File: src/rtl/sipo_rx_pkg.sv
`default_nettype none
// ============================================================================
//  Module   : sipo_rx_pkg
//  Brief    : Shared constants, PID codes, FSM encoding and range macro for
//             the serial-in parallel-out receive block.
//  Revision : 1.0 - initial release
// ============================================================================
`ifndef SIPO_RX_PKG_SV
`define SIPO_RX_PKG_SV

// Width-to-range helper: `SIPO_RANGE(8) expands to 7:0
`define SIPO_RANGE(w) (w)-1:0

package sipo_rx_pkg;

    // SYNC as it appears in the shift register once fully received (LSB first)
    localparam logic [7:0] SYNC_PATTERN = 8'b1000_0000;

    // PID codes of interest on this datapath
    localparam logic [3:0] C_PID_ACK   = 4'b0010;
    localparam logic [3:0] C_PID_NAK   = 4'b1010;
    localparam logic [3:0] C_PID_IN    = 4'b1001;
    localparam logic [3:0] C_PID_DATA0 = 4'b0011;

    // Receive FSM encoding
    typedef enum logic [1:0] {
        ST_IDLE = 2'd0,
        ST_PID  = 2'd1,
        ST_DATA = 2'd2
    } sipo_state_t;

    // Upper nibble of a PID byte must be the complement of the lower nibble
    function automatic logic pid_check_ok(input logic [7:0] pid_byte);
        return (pid_byte[7:4] == ~pid_byte[3:0]);
    endfunction

endpackage

`endif
`default_nettype wire

File: src/rtl/sipo_rx_if.sv
`default_nettype none
// ============================================================================
//  Module   : sipo_rx_if
//  Brief    : Serial input, receive-FIFO write port and packet status bundle
//             of the sipo_rx block.
//  Revision : 1.0 - initial release
// ============================================================================
interface sipo_rx_if #(
    parameter int SIPO_DATA_WIDTH = 8
);
    // serial bitstream
    logic                              sipo_data_in;
    logic                              sipo_data_val;
    logic                              sipo_data_last;
    // receive FIFO
    logic                              fifo_full;
    logic                              fifo_wr_en;
    logic [`SIPO_RANGE(SIPO_DATA_WIDTH)] fifo_wr_data;
    // packet status
    logic [3:0]                        pid_out;
    logic                              pid_valid;
    logic                              pid_err;
    logic                              packet_done;
    logic                              packet_err;
    logic                              rx_active;

    // Bitstream source / FIFO / transaction receiver side
    modport master (
        output sipo_data_in, sipo_data_val, sipo_data_last, fifo_full,
        input  fifo_wr_en, fifo_wr_data, pid_out, pid_valid, pid_err,
               packet_done, packet_err, rx_active
    );

    // Receiver side
    modport slave (
        input  sipo_data_in, sipo_data_val, sipo_data_last, fifo_full,
        output fifo_wr_en, fifo_wr_data, pid_out, pid_valid, pid_err,
               packet_done, packet_err, rx_active
    );
endinterface
`default_nettype wire

File: src/rtl/sipo_rx_shifter.sv
`default_nettype none
// ============================================================================
//  Module   : sipo_shifter
//  Brief    : LSB-first shift register and modulo-width bit counter. Exposes
//             the post-shift value and a strobe for the bit that completes a
//             word, both for the current strobe, so the owner can react on
//             the same clock edge.
//  Revision : 1.0 - initial release
// ============================================================================
module sipo_shifter #(
    parameter int SIPO_DATA_WIDTH = 8
) (
    input  wire logic                              clk,
    input  wire logic                              rst,
    input  wire logic                              i_bit,
    input  wire logic                              i_bit_val,
    input  wire logic                              i_cnt_clr,
    output logic [`SIPO_RANGE(SIPO_DATA_WIDTH)]    o_shift_next,
    output logic                                   o_byte_complete
);
    localparam int CNT_W = $clog2(SIPO_DATA_WIDTH);
    localparam logic [CNT_W-1:0] C_CNT_LAST = CNT_W'(SIPO_DATA_WIDTH - 1);

    // Only the upper W-1 bits survive the next shift, so only they are stored
    logic [SIPO_DATA_WIDTH-2:0] r_hist;
    logic [CNT_W-1:0]           r_cnt;

    assign o_shift_next    = {i_bit, r_hist};
    assign o_byte_complete = i_bit_val && (r_cnt == C_CNT_LAST);

    // Shift a new bit in at the MSB on every strobe
    always_ff @(posedge clk or negedge rst) begin
        if (!rst) begin
            r_hist <= '0;
        end else if (i_bit_val) begin
            r_hist <= o_shift_next[SIPO_DATA_WIDTH-1:1];
        end
    end

    // Count strobed bits modulo the word width; clear wins over counting
    always_ff @(posedge clk or negedge rst) begin
        if (!rst) begin
            r_cnt <= '0;
        end else if (i_cnt_clr) begin
            r_cnt <= '0;
        end else if (i_bit_val) begin
            r_cnt <= (r_cnt == C_CNT_LAST) ? '0 : r_cnt + 1'b1;
        end
    end
endmodule
`default_nettype wire

File: src/rtl/sipo_rx.sv
`default_nettype none
// ============================================================================
//  Module   : sipo_rx
//  Brief    : USB receive SIPO: SYNC hunt, PID capture/check, byte assembly
//             into the receive FIFO with a one-byte pending buffer, and
//             packet status pulses.
//  Macro    : SIPO_PID_CHECK_EN - enables the PID complement check; when
//             undefined every PID is accepted and pid_err is tied low.
//  Revision : 1.0 - initial release
// ============================================================================
module sipo_rx
    import sipo_rx_pkg::*;
#(
    parameter int SIPO_DATA_WIDTH = 8
) (
    input  wire logic clk,
    input  wire logic rst,
    sipo_rx_if.slave  bus
);
    sipo_state_t r_state;
    sipo_state_t w_state_nxt;

    logic [`SIPO_RANGE(SIPO_DATA_WIDTH)] w_shift_next;
    logic                                w_byte_complete;
    logic                                w_bit_val;
    logic                                w_cnt_clr;
    logic                                w_new_byte;
    logic                                w_pid_ok;

    // next values of the registered outputs
    logic                                w_pid_valid_nxt;
    logic                                w_done_nxt;
    logic                                w_err_nxt;
    logic                                w_wr_en_nxt;
    logic [`SIPO_RANGE(SIPO_DATA_WIDTH)] w_wr_data_nxt;

    // pending buffer / overflow
    logic                                r_pend_vld;
    logic [`SIPO_RANGE(SIPO_DATA_WIDTH)] r_pend_data;
    logic                                w_pend_vld_nxt;
    logic [`SIPO_RANGE(SIPO_DATA_WIDTH)] w_pend_data_nxt;
    logic                                w_ovf_now;
    logic                                r_ovf;

    // registered outputs
    logic                                r_wr_en;
    logic [`SIPO_RANGE(SIPO_DATA_WIDTH)] r_wr_data;
    logic [3:0]                          r_pid_out;
    logic                                r_pid_valid;
    logic                                r_done;
    logic                                r_err;
    logic                                r_rx_active;

    assign w_bit_val = bus.sipo_data_val;

    sipo_shifter #(
        .SIPO_DATA_WIDTH (SIPO_DATA_WIDTH)
    ) u_shifter (
        .clk             (clk),
        .rst             (rst),
        .i_bit           (bus.sipo_data_in),
        .i_bit_val       (w_bit_val),
        .i_cnt_clr       (w_cnt_clr),
        .o_shift_next    (w_shift_next),
        .o_byte_complete (w_byte_complete)
    );

    // A payload byte is born only on the completing strobe while in DATA
    assign w_new_byte = (r_state == ST_DATA) && w_byte_complete;

`ifdef SIPO_PID_CHECK_EN
    logic w_pid_err_nxt;
    logic r_pid_err;

    assign w_pid_ok      = pid_check_ok(w_shift_next[7:0]);
    assign w_pid_err_nxt = (r_state == ST_PID) && w_byte_complete && !w_pid_ok;

    // PID check failure pulse
    always_ff @(posedge clk or negedge rst) begin
        if (!rst) begin
            r_pid_err <= 1'b0;
        end else begin
            r_pid_err <= w_pid_err_nxt;
        end
    end

    assign bus.pid_err = r_pid_err;
`else
    assign w_pid_ok    = 1'b1;
    assign bus.pid_err = 1'b0;
`endif

    // FSM state register
    always_ff @(posedge clk or negedge rst) begin
        if (!rst) begin
            r_state <= ST_IDLE;
        end else begin
            r_state <= w_state_nxt;
        end
    end

    // FSM next state and status decisions
    always_comb begin
        w_state_nxt     = r_state;
        w_cnt_clr       = 1'b0;
        w_pid_valid_nxt = 1'b0;
        w_done_nxt      = 1'b0;
        w_err_nxt       = 1'b0;
        case (r_state)
            ST_IDLE: begin
                // last is meaningless outside a packet, only SYNC matters
                if (w_bit_val && (w_shift_next[7:0] == SYNC_PATTERN)) begin
                    w_state_nxt = ST_PID;
                    w_cnt_clr   = 1'b1;
                end
            end
            ST_PID: begin
                if (w_byte_complete) begin
                    if (!w_pid_ok) begin
                        w_state_nxt = ST_IDLE;
                    end else begin
                        w_pid_valid_nxt = 1'b1;
                        if (bus.sipo_data_last) begin
                            // token/handshake: PID is the whole packet
                            w_done_nxt  = 1'b1;
                            w_state_nxt = ST_IDLE;
                        end else begin
                            w_state_nxt = ST_DATA;
                        end
                    end
                end else if (w_bit_val && bus.sipo_data_last) begin
                    w_err_nxt   = 1'b1;
                    w_state_nxt = ST_IDLE;
                end
            end
            ST_DATA: begin
                if (w_bit_val && bus.sipo_data_last) begin
                    w_state_nxt = ST_IDLE;
                    // clean only if byte-aligned and nothing was dropped
                    if (w_byte_complete && !r_ovf && !w_ovf_now) begin
                        w_done_nxt = 1'b1;
                    end else begin
                        w_err_nxt = 1'b1;
                    end
                end
            end
            default: begin
                w_state_nxt = ST_IDLE;
            end
        endcase
    end

    // FIFO write selection: pending byte first, then new byte, else buffer/drop
    always_comb begin
        w_wr_en_nxt     = 1'b0;
        w_wr_data_nxt   = r_wr_data;
        w_pend_vld_nxt  = r_pend_vld;
        w_pend_data_nxt = r_pend_data;
        w_ovf_now       = 1'b0;
        if (!bus.fifo_full) begin
            if (r_pend_vld) begin
                w_wr_en_nxt   = 1'b1;
                w_wr_data_nxt = r_pend_data;
                if (w_new_byte) begin
                    w_pend_data_nxt = w_shift_next;
                end else begin
                    w_pend_vld_nxt = 1'b0;
                end
            end else if (w_new_byte) begin
                w_wr_en_nxt   = 1'b1;
                w_wr_data_nxt = w_shift_next;
            end
        end else if (w_new_byte) begin
            if (!r_pend_vld) begin
                w_pend_vld_nxt  = 1'b1;
                w_pend_data_nxt = w_shift_next;
            end else begin
                w_ovf_now = 1'b1;
            end
        end
    end

    // Pending buffer and per-packet overflow flag (new SYNC keeps pending)
    always_ff @(posedge clk or negedge rst) begin
        if (!rst) begin
            r_pend_vld  <= 1'b0;
            r_pend_data <= '0;
            r_ovf       <= 1'b0;
        end else begin
            r_pend_vld  <= w_pend_vld_nxt;
            r_pend_data <= w_pend_data_nxt;
            if (w_cnt_clr) begin
                r_ovf <= 1'b0;
            end else if (w_ovf_now) begin
                r_ovf <= 1'b1;
            end
        end
    end

    // Registered outputs
    always_ff @(posedge clk or negedge rst) begin
        if (!rst) begin
            r_wr_en     <= 1'b0;
            r_wr_data   <= '0;
            r_pid_out   <= 4'h0;
            r_pid_valid <= 1'b0;
            r_done      <= 1'b0;
            r_err       <= 1'b0;
            r_rx_active <= 1'b0;
        end else begin
            r_wr_en     <= w_wr_en_nxt;
            r_wr_data   <= w_wr_data_nxt;
            r_pid_valid <= w_pid_valid_nxt;
            r_done      <= w_done_nxt;
            r_err       <= w_err_nxt;
            r_rx_active <= (w_state_nxt != ST_IDLE);
            if (w_pid_valid_nxt) begin
                r_pid_out <= w_shift_next[3:0];
            end
        end
    end

    assign bus.fifo_wr_en   = r_wr_en;
    assign bus.fifo_wr_data = r_wr_data;
    assign bus.pid_out      = r_pid_out;
    assign bus.pid_valid    = r_pid_valid;
    assign bus.packet_done  = r_done;
    assign bus.packet_err   = r_err;
    assign bus.rx_active    = r_rx_active;
endmodule
`default_nettype wire

File: src/flat_wrapper.sv
// flat-port wrapper written by rule: the top's interface ports become plain ports
module sipo_rx_flat import sipo_rx_pkg::*;
#(
    parameter int SIPO_DATA_WIDTH = 8
)
  (clk, rst, bus_sipo_data_in, bus_sipo_data_val, bus_sipo_data_last, bus_fifo_full, bus_fifo_wr_en, bus_fifo_wr_data, bus_pid_out, bus_pid_valid, bus_pid_err, bus_packet_done, bus_packet_err, bus_rx_active);
  sipo_rx_if #(.SIPO_DATA_WIDTH(SIPO_DATA_WIDTH)) bus_i ();
  input  wire logic clk;
  input  wire logic rst;
  input wire logic [$bits(bus_i.sipo_data_in)-1:0] bus_sipo_data_in;
  input wire logic [$bits(bus_i.sipo_data_val)-1:0] bus_sipo_data_val;
  input wire logic [$bits(bus_i.sipo_data_last)-1:0] bus_sipo_data_last;
  input wire logic [$bits(bus_i.fifo_full)-1:0] bus_fifo_full;
  output wire logic [$bits(bus_i.fifo_wr_en)-1:0] bus_fifo_wr_en;
  output wire logic [$bits(bus_i.fifo_wr_data)-1:0] bus_fifo_wr_data;
  output wire logic [$bits(bus_i.pid_out)-1:0] bus_pid_out;
  output wire logic [$bits(bus_i.pid_valid)-1:0] bus_pid_valid;
  output wire logic [$bits(bus_i.pid_err)-1:0] bus_pid_err;
  output wire logic [$bits(bus_i.packet_done)-1:0] bus_packet_done;
  output wire logic [$bits(bus_i.packet_err)-1:0] bus_packet_err;
  output wire logic [$bits(bus_i.rx_active)-1:0] bus_rx_active;
  assign bus_i.sipo_data_in = bus_sipo_data_in;
  assign bus_i.sipo_data_val = bus_sipo_data_val;
  assign bus_i.sipo_data_last = bus_sipo_data_last;
  assign bus_i.fifo_full = bus_fifo_full;
  assign bus_fifo_wr_en = bus_i.fifo_wr_en;
  assign bus_fifo_wr_data = bus_i.fifo_wr_data;
  assign bus_pid_out = bus_i.pid_out;
  assign bus_pid_valid = bus_i.pid_valid;
  assign bus_pid_err = bus_i.pid_err;
  assign bus_packet_done = bus_i.packet_done;
  assign bus_packet_err = bus_i.packet_err;
  assign bus_rx_active = bus_i.rx_active;
  sipo_rx #(.SIPO_DATA_WIDTH(SIPO_DATA_WIDTH)) u_core (.clk(clk), .rst(rst), .bus(bus_i));
endmodule
File: config.mk
export PLATFORM = sky130hd
export DESIGN_NAME = sipo_rx_flat
export DESIGN_NICKNAME = d
export VERILOG_FILES = /design/src/rtl/sipo_rx_pkg.sv /design/src/rtl/sipo_rx_if.sv /design/src/rtl/sipo_rx_shifter.sv /design/src/rtl/sipo_rx.sv /design/src/flat_wrapper.sv
export SDC_FILE = /design/constraint.sdc
export NUM_CORES = 1
export LEC_CHECK = 0
export CORE_AREA = 2 2 61 63
export DETAILED_ROUTE_END_ITERATION = 8
export DIE_AREA = 0 0 63 65
export HOLD_SLACK_MARGIN = 0.15
export PLACE_DENSITY = 0.76
export SLEW_MARGIN = 20
export SYNTH_ARGS = -nofsm -noshare
export SYNTH_HDL_FRONTEND = slang
export SYNTH_HIERARCHICAL = 1
export SYNTH_SLANG_ARGS = --single-unit
File: constraint.sdc
create_clock -name clk -period 2.1 [get_ports clk]
set_input_delay 0.63 -clock clk [delete_from_list [all_inputs] [get_ports clk]]
set_output_delay 0.63 -clock clk [all_outputs]
set_load 0.05 [all_outputs]
Word-level counts from Yosys, hierarchy flattened
Index checks and enable logic that the tools add are counted.

storage, ports and cells
  output and inout port bits = 18
  register bits = 39
  word-level logic and storage cells = 76

operators by class
  equality and inequality tests = 6
  bitwise operators = 1
  multiplexer cells = 39
  reductions and logical operators = 16
  add/sub/neg operators = 1

operator list
  operator             count
  $mux 8               6
  $mux 1               23
  $reduce_bool 2->1    5
  $mux 3               3
  $eq 8x8->1 const B   1
  $mux 2               4
  $logic_and 1x1->1    6
  $pmux 2 s3           1
  $pmux 1 s2           2
  $add 3x1->3 const B  1
  $eq 3x3->1 const B   1
  $reduce_and 3->1     1
  $eq 2x1->1 const B   1
  $eq 2x2->1 const B   1
  $logic_not 1->1      2
  $logic_not 2->1      1
  $ne 2x1->1 const B   1
  $ne 2x2->1 const B   1
  $reduce_and 2->1     1
  $not 1->1            1

Depth between registers and ports, before layout
  depth in word-level cells = 10
  mapped depth = 9
  depth with buffers taken out = 7

Modules after synthesis
Netlist, hierarchy kept.

by module, submodules not included
  module        instances  area an instance (um^2)  cells an instance
  sipo_rx       1          1352.5                   114
  sipo_shifter  1          422.9                    29

Least setup slack after synthesis
OpenSTA, ideal clock, no wires.

  kind = input to register
  from = in bus_sipo_data_val
  to = reg u_core.r_wr_data[7] (netlist: u_core/bus.fifo_wr_data[7])
  arrival = 1693 ps
  buffers on the path = 3
  setup slack = 330 ps
  data required time = 2023 ps
  cell stages on the path = 8
  cells stage by stage = buf_4 > and2_1 > buf_4 > a21oi_1 > nor2_2 > buf_2 > nor2_1 > a21oi_1

on the way
  cells in the longest elaborated chain, start to end = 4

ends and longest elaborated chain
  item                         line                   text
  start, declared              flat_wrapper.sv:11     input wire logic [$bits(bus_i.sipo_data_val)-1:0] bus_sipo_data_val;
  $logic_and 1x1->1            sipo_rx_shifter.sv:29  assign o_byte_complete = i_bit_val && (r_cnt == C_CNT_LAST);
  net u_core.w_byte_complete   sipo_rx.sv:24          logic w_byte_complete;
  $logic_and 1x1->1            sipo_rx.sv:69          assign w_new_byte = (r_state == ST_DATA) && w_byte_complete;
  $reduce_bool 2->1 (no line)  -
  $reduce_and 2->1 (no line)   -
  end signal, assigned         sipo_rx.sv:212         r_wr_data <= w_wr_data_nxt;
  end, declared                sipo_rx.sv:47          logic [`SIPO_RANGE(SIPO_DATA_WIDTH)] r_wr_data;

The timed path passes the listed nets, and every way through them passes these cells.
A chain may end at the register's enable or synchronous reset.

Worst setup path after layout
  from = reg u_core.u_shifter.r_cnt[0]
  to = reg u_core.r_pid_out[1] (netlist: u_core/bus.pid_out[1])

on the way
  cells in the longest elaborated chain, start to end = 4

ends and longest elaborated chain
  item                        line                   text
  start, declared             sipo_rx_shifter.sv:26  logic [CNT_W-1:0] r_cnt;
  start signal, assigned      sipo_rx_shifter.sv:47  r_cnt <= (r_cnt == C_CNT_LAST) ? '0 : r_cnt + 1'b1;
  $eq 3x3->1                  sipo_rx_shifter.sv:29
  $logic_and 1x1->1           sipo_rx_shifter.sv:29
  net u_core.w_byte_complete  sipo_rx.sv:24
  $mux 1                      sipo_rx.sv:118         if (w_byte_complete) begin
  $mux 1                      sipo_rx.sv:109         case (r_state)
  end signal, assigned        sipo_rx.sv:218         r_pid_out <= w_shift_next[3:0];
  end, declared               sipo_rx.sv:48          logic [3:0] r_pid_out;

The timed path passes the listed nets, and every way through them passes these cells.

==> metrics.csv <==
metric,value,unit
die_height,65,µm
fillCellCount,298,
grt_use_total,17.9,%
synth_fp_nets,155,
synth_top_family_by_area,multiplexers,
maxCapViolations,0,
tns,0,ps
cts_max_level,2,
r2r_setup_slack,260,ps
syn2layout_area_growth,17.3,%
synth_compound_area_share,7.05,%
drc_errors,0,
fin_crit,1840,ps
synth-xor-area-share,0.493,%
yosys.area_share.simple,10.9,%
ys_warn_count,6,
finalPower,2.40,mW
final_net_count,183,
p_per_area,1150,mW/mm²
hold_violations,0,
cts_root_buf,clkbuf_4,
cp_data_required_time,2340,ps
cts_tree,built,
wl_per_cell,14.2,µm
routed_wl,3.13,mm
grt_first_pass_wirelength,5.47,mm
num_antenna_cells,0,
dieArea,0.00410,mm²
setup_violations,0,
cts_made_buffers,5,
antenna_found_initial,0,
p_leak,1.00,nW
clkTransAtPathRegs,110,ps
core,0.00350,mm²
post-place-ws,-83.4,ps
run_status,"complete, no violations",
finalCritPeriodShare,87.7,%
clk_path_buf_depth,2,
grt_max_degree,40,
syn_inst,143,
worstPathMaxFanout,6,
crit_path_start,u_core/u_shifter/r_cnt[0],
irDropWorstVdd,781,µV
clkSinkCount,39,
grt_overflow,0,
drt_iter0_markers,20,
cts-resized-gates,0,
muxShareOfSynthArea,17.7,%
rows,22,
cts_setup_buffers,0,
critPathSlowestCell,dfrtp_1,
yosys.area.top_type,dfrtp_1,
fin_skew,8.79,ps
hp-class,in2async,
drv_slew,0,
yosys.area.top_type_share,55.0,%
worst_ep_arrival_time,2080,ps
dieWidth,63,µm
crit_path_end_kind,register,
critPathKind,reg2reg,
rsz0062_at_grt,no,
viasPerCell,5.19,
syn_area,0.00178,mm²
synthTopCellsByArea,"dfrtp_1 55%, mux2_2 12%, mux2i_1 5.6%",
ys_seq_area_share,55.0,%
dp_hpwl,2.19,mm
io_pins,24,
cts_hold_buf,0,
clock_latency,350,ps
placed_cells,212,
ys_ff_latch,39,
instances_no_fill,220,
max_freq,543,MHz
ant_nets,0,
worst_slack,258,ps
crit_chain,ha_1 -> ha_1 -> and2_1 -> buf_4 -> nand2_2 -> buf_4 -> mux2_2,
place_area,0.00203,mm²
firstDrtPassIters,5,
synthAdderAreaFrac,4.23,%
crit_path_start_kind,register,
max_stage_delay,420,ps
r2r_start,u_core/u_shifter/r_cnt[0],
initial_core_util,50.8,%
reg2reg_depth,7,
final_area,0.00208,mm²
avgSynthCellArea,12.4,µm²
synthDistinctLibCells,36,
num_vias,1142,
portBuffers,22,
drive_gt1_share,33.1,%
r2r-end,u_core/bus.pid_out[1],
place_congestion,0.809,
grt_pass1_vias,1160,
==> placed cells by master, fill, tap and decap left out, types with 2 or more instances in the layout <==
cell type and n:
nand2_1 2, mux2_2 19, a21oi_1 13, nor2_1 14
inv_1 5, buf_4 23, clkdlybuf4s50_1 4, a31oi_1 2
ha_1 6, dfrtp_1 39, clkbuf_1 2, buf_12 2
clkbuf_4 5, mux2i_1 10, and2_1 2
==> how the worst max path moves through the flow <==
stage,slack (ps),cells past startpoint,end
2_1_floorplan,330,8,u_core/bus.fifo_wr_data[7]
3_3_place_gp,-40,7,u_core/bus.rx_active
3_5_place_dp,-80,7,u_core/bus.rx_active
4_1_cts,270,7,u_core/bus.pid_out[1]
5_1_grt,120,8,u_core/bus.rx_active
6_report,260,7,u_core/bus.pid_out[1]
==> where the power goes <==
group	switching, mW	internal (mW)
combinational	0.607	0.344
sequential	0.141	0.942
clock	0.238	0.131
total	0.986	1.42
==> sequential cells by signal (all words and copies together), names as in the netlist <==
signal and count:
u_core/bus.fifo_wr_data 8, u_core/bus.fifo_wr_en 1, u_core/bus.packet_done 1, u_core/bus.packet_err 1, u_core/bus.pid_out 4, u_core/bus.pid_valid 1, u_core/bus.rx_active 1, u_core/r_ovf 1
u_core/r_pend_data 8, u_core/r_pend_vld 1, u_core/r_state 2, u_core/u_shifter/r_cnt 3, u_core/u_shifter/r_hist 7
==> critical path: cells and delay by family, from the launching register on <==
kind | cells | cell delay (ps)
adder cells (fa/ha/maj) | 2 | 410
buffers and inverters | 2 | 320
flip-flops | 1 | 420
multiplexers | 1 | 340
AND/OR/NAND/NOR | 2 | 240
==> kinds of logic (layout without fill, tap and decap cells) <==
logic type	count (synthesis)	after routing
and+or+nand+nor	33	33
buffers and inverters	14	43
other	1	1
AOI/OAI and AO/OA	20	20
muxes	29	29
adders and majority gates	6	6
DFF	39	39
xor gates and xnor gates	1	1
==> stage by stage <==
stage	utilization, %	hold WS, ps
2_1_floorplan	-	334
3_3_place_gp	58.1	487
3_5_place_dp	58.1	496
4_1_cts	59.6	315
5_1_grt	59.6	336
6_report	59.6	305
==> area by class of cell <==
| cell class | count | area [µm²] | area share [%] |
|---|---|---|---|
| sequential | 39 | 976 | 46.9 |
| tap | 48 | 60.1 | 2.88 |
| timing repair buffer | 30 | 258 | 12.4 |
| clock inverter | 1 | 5.00 | 0.240 |
| multi-input combinational | 90 | 719 | 34.6 |
| clock buffer | 7 | 45.0 | 2.16 |
| inverter | 5 | 18.8 | 0.901 |
==> metal layers <==
metal	up-vias	track usage [%]	routed length [µm]
li1	557	-	-
met1	555	22.4	1400
met5	-	0	0
met3	9	3.65	91
met4	0	10.8	84
met2	21	28.6	1560
==> Yosys cell counts <==
cell type,n
nor3_1,1
nor2_1,14
and4_1,1
nand3b_1,1
or3b_1,1
nand4b_1,1
nand4_1,1
mux2i_1,10
a31oi_1,2
inv_1,5
a41oi_1,1
o22ai_1,1
a221oi_2,1
buf_6,1
a311o_1,1
nand3_2,1
nor4_4,1
dfrtp_1,39
ha_1,6
mux2_2,19
clkbuf_2,1
and3_1,1
nand2_2,1
or2_2,1
xor2_1,1
buf_4,4
buf_2,3
nand2b_1,1
nand2_1,2
conb_1,1
or2_1,1
and2_1,2
nor2b_1,1
a21oi_1,13
nor2_2,1
o211ai_1,1
Note: power is estimated with default switching activity, not from simulation.
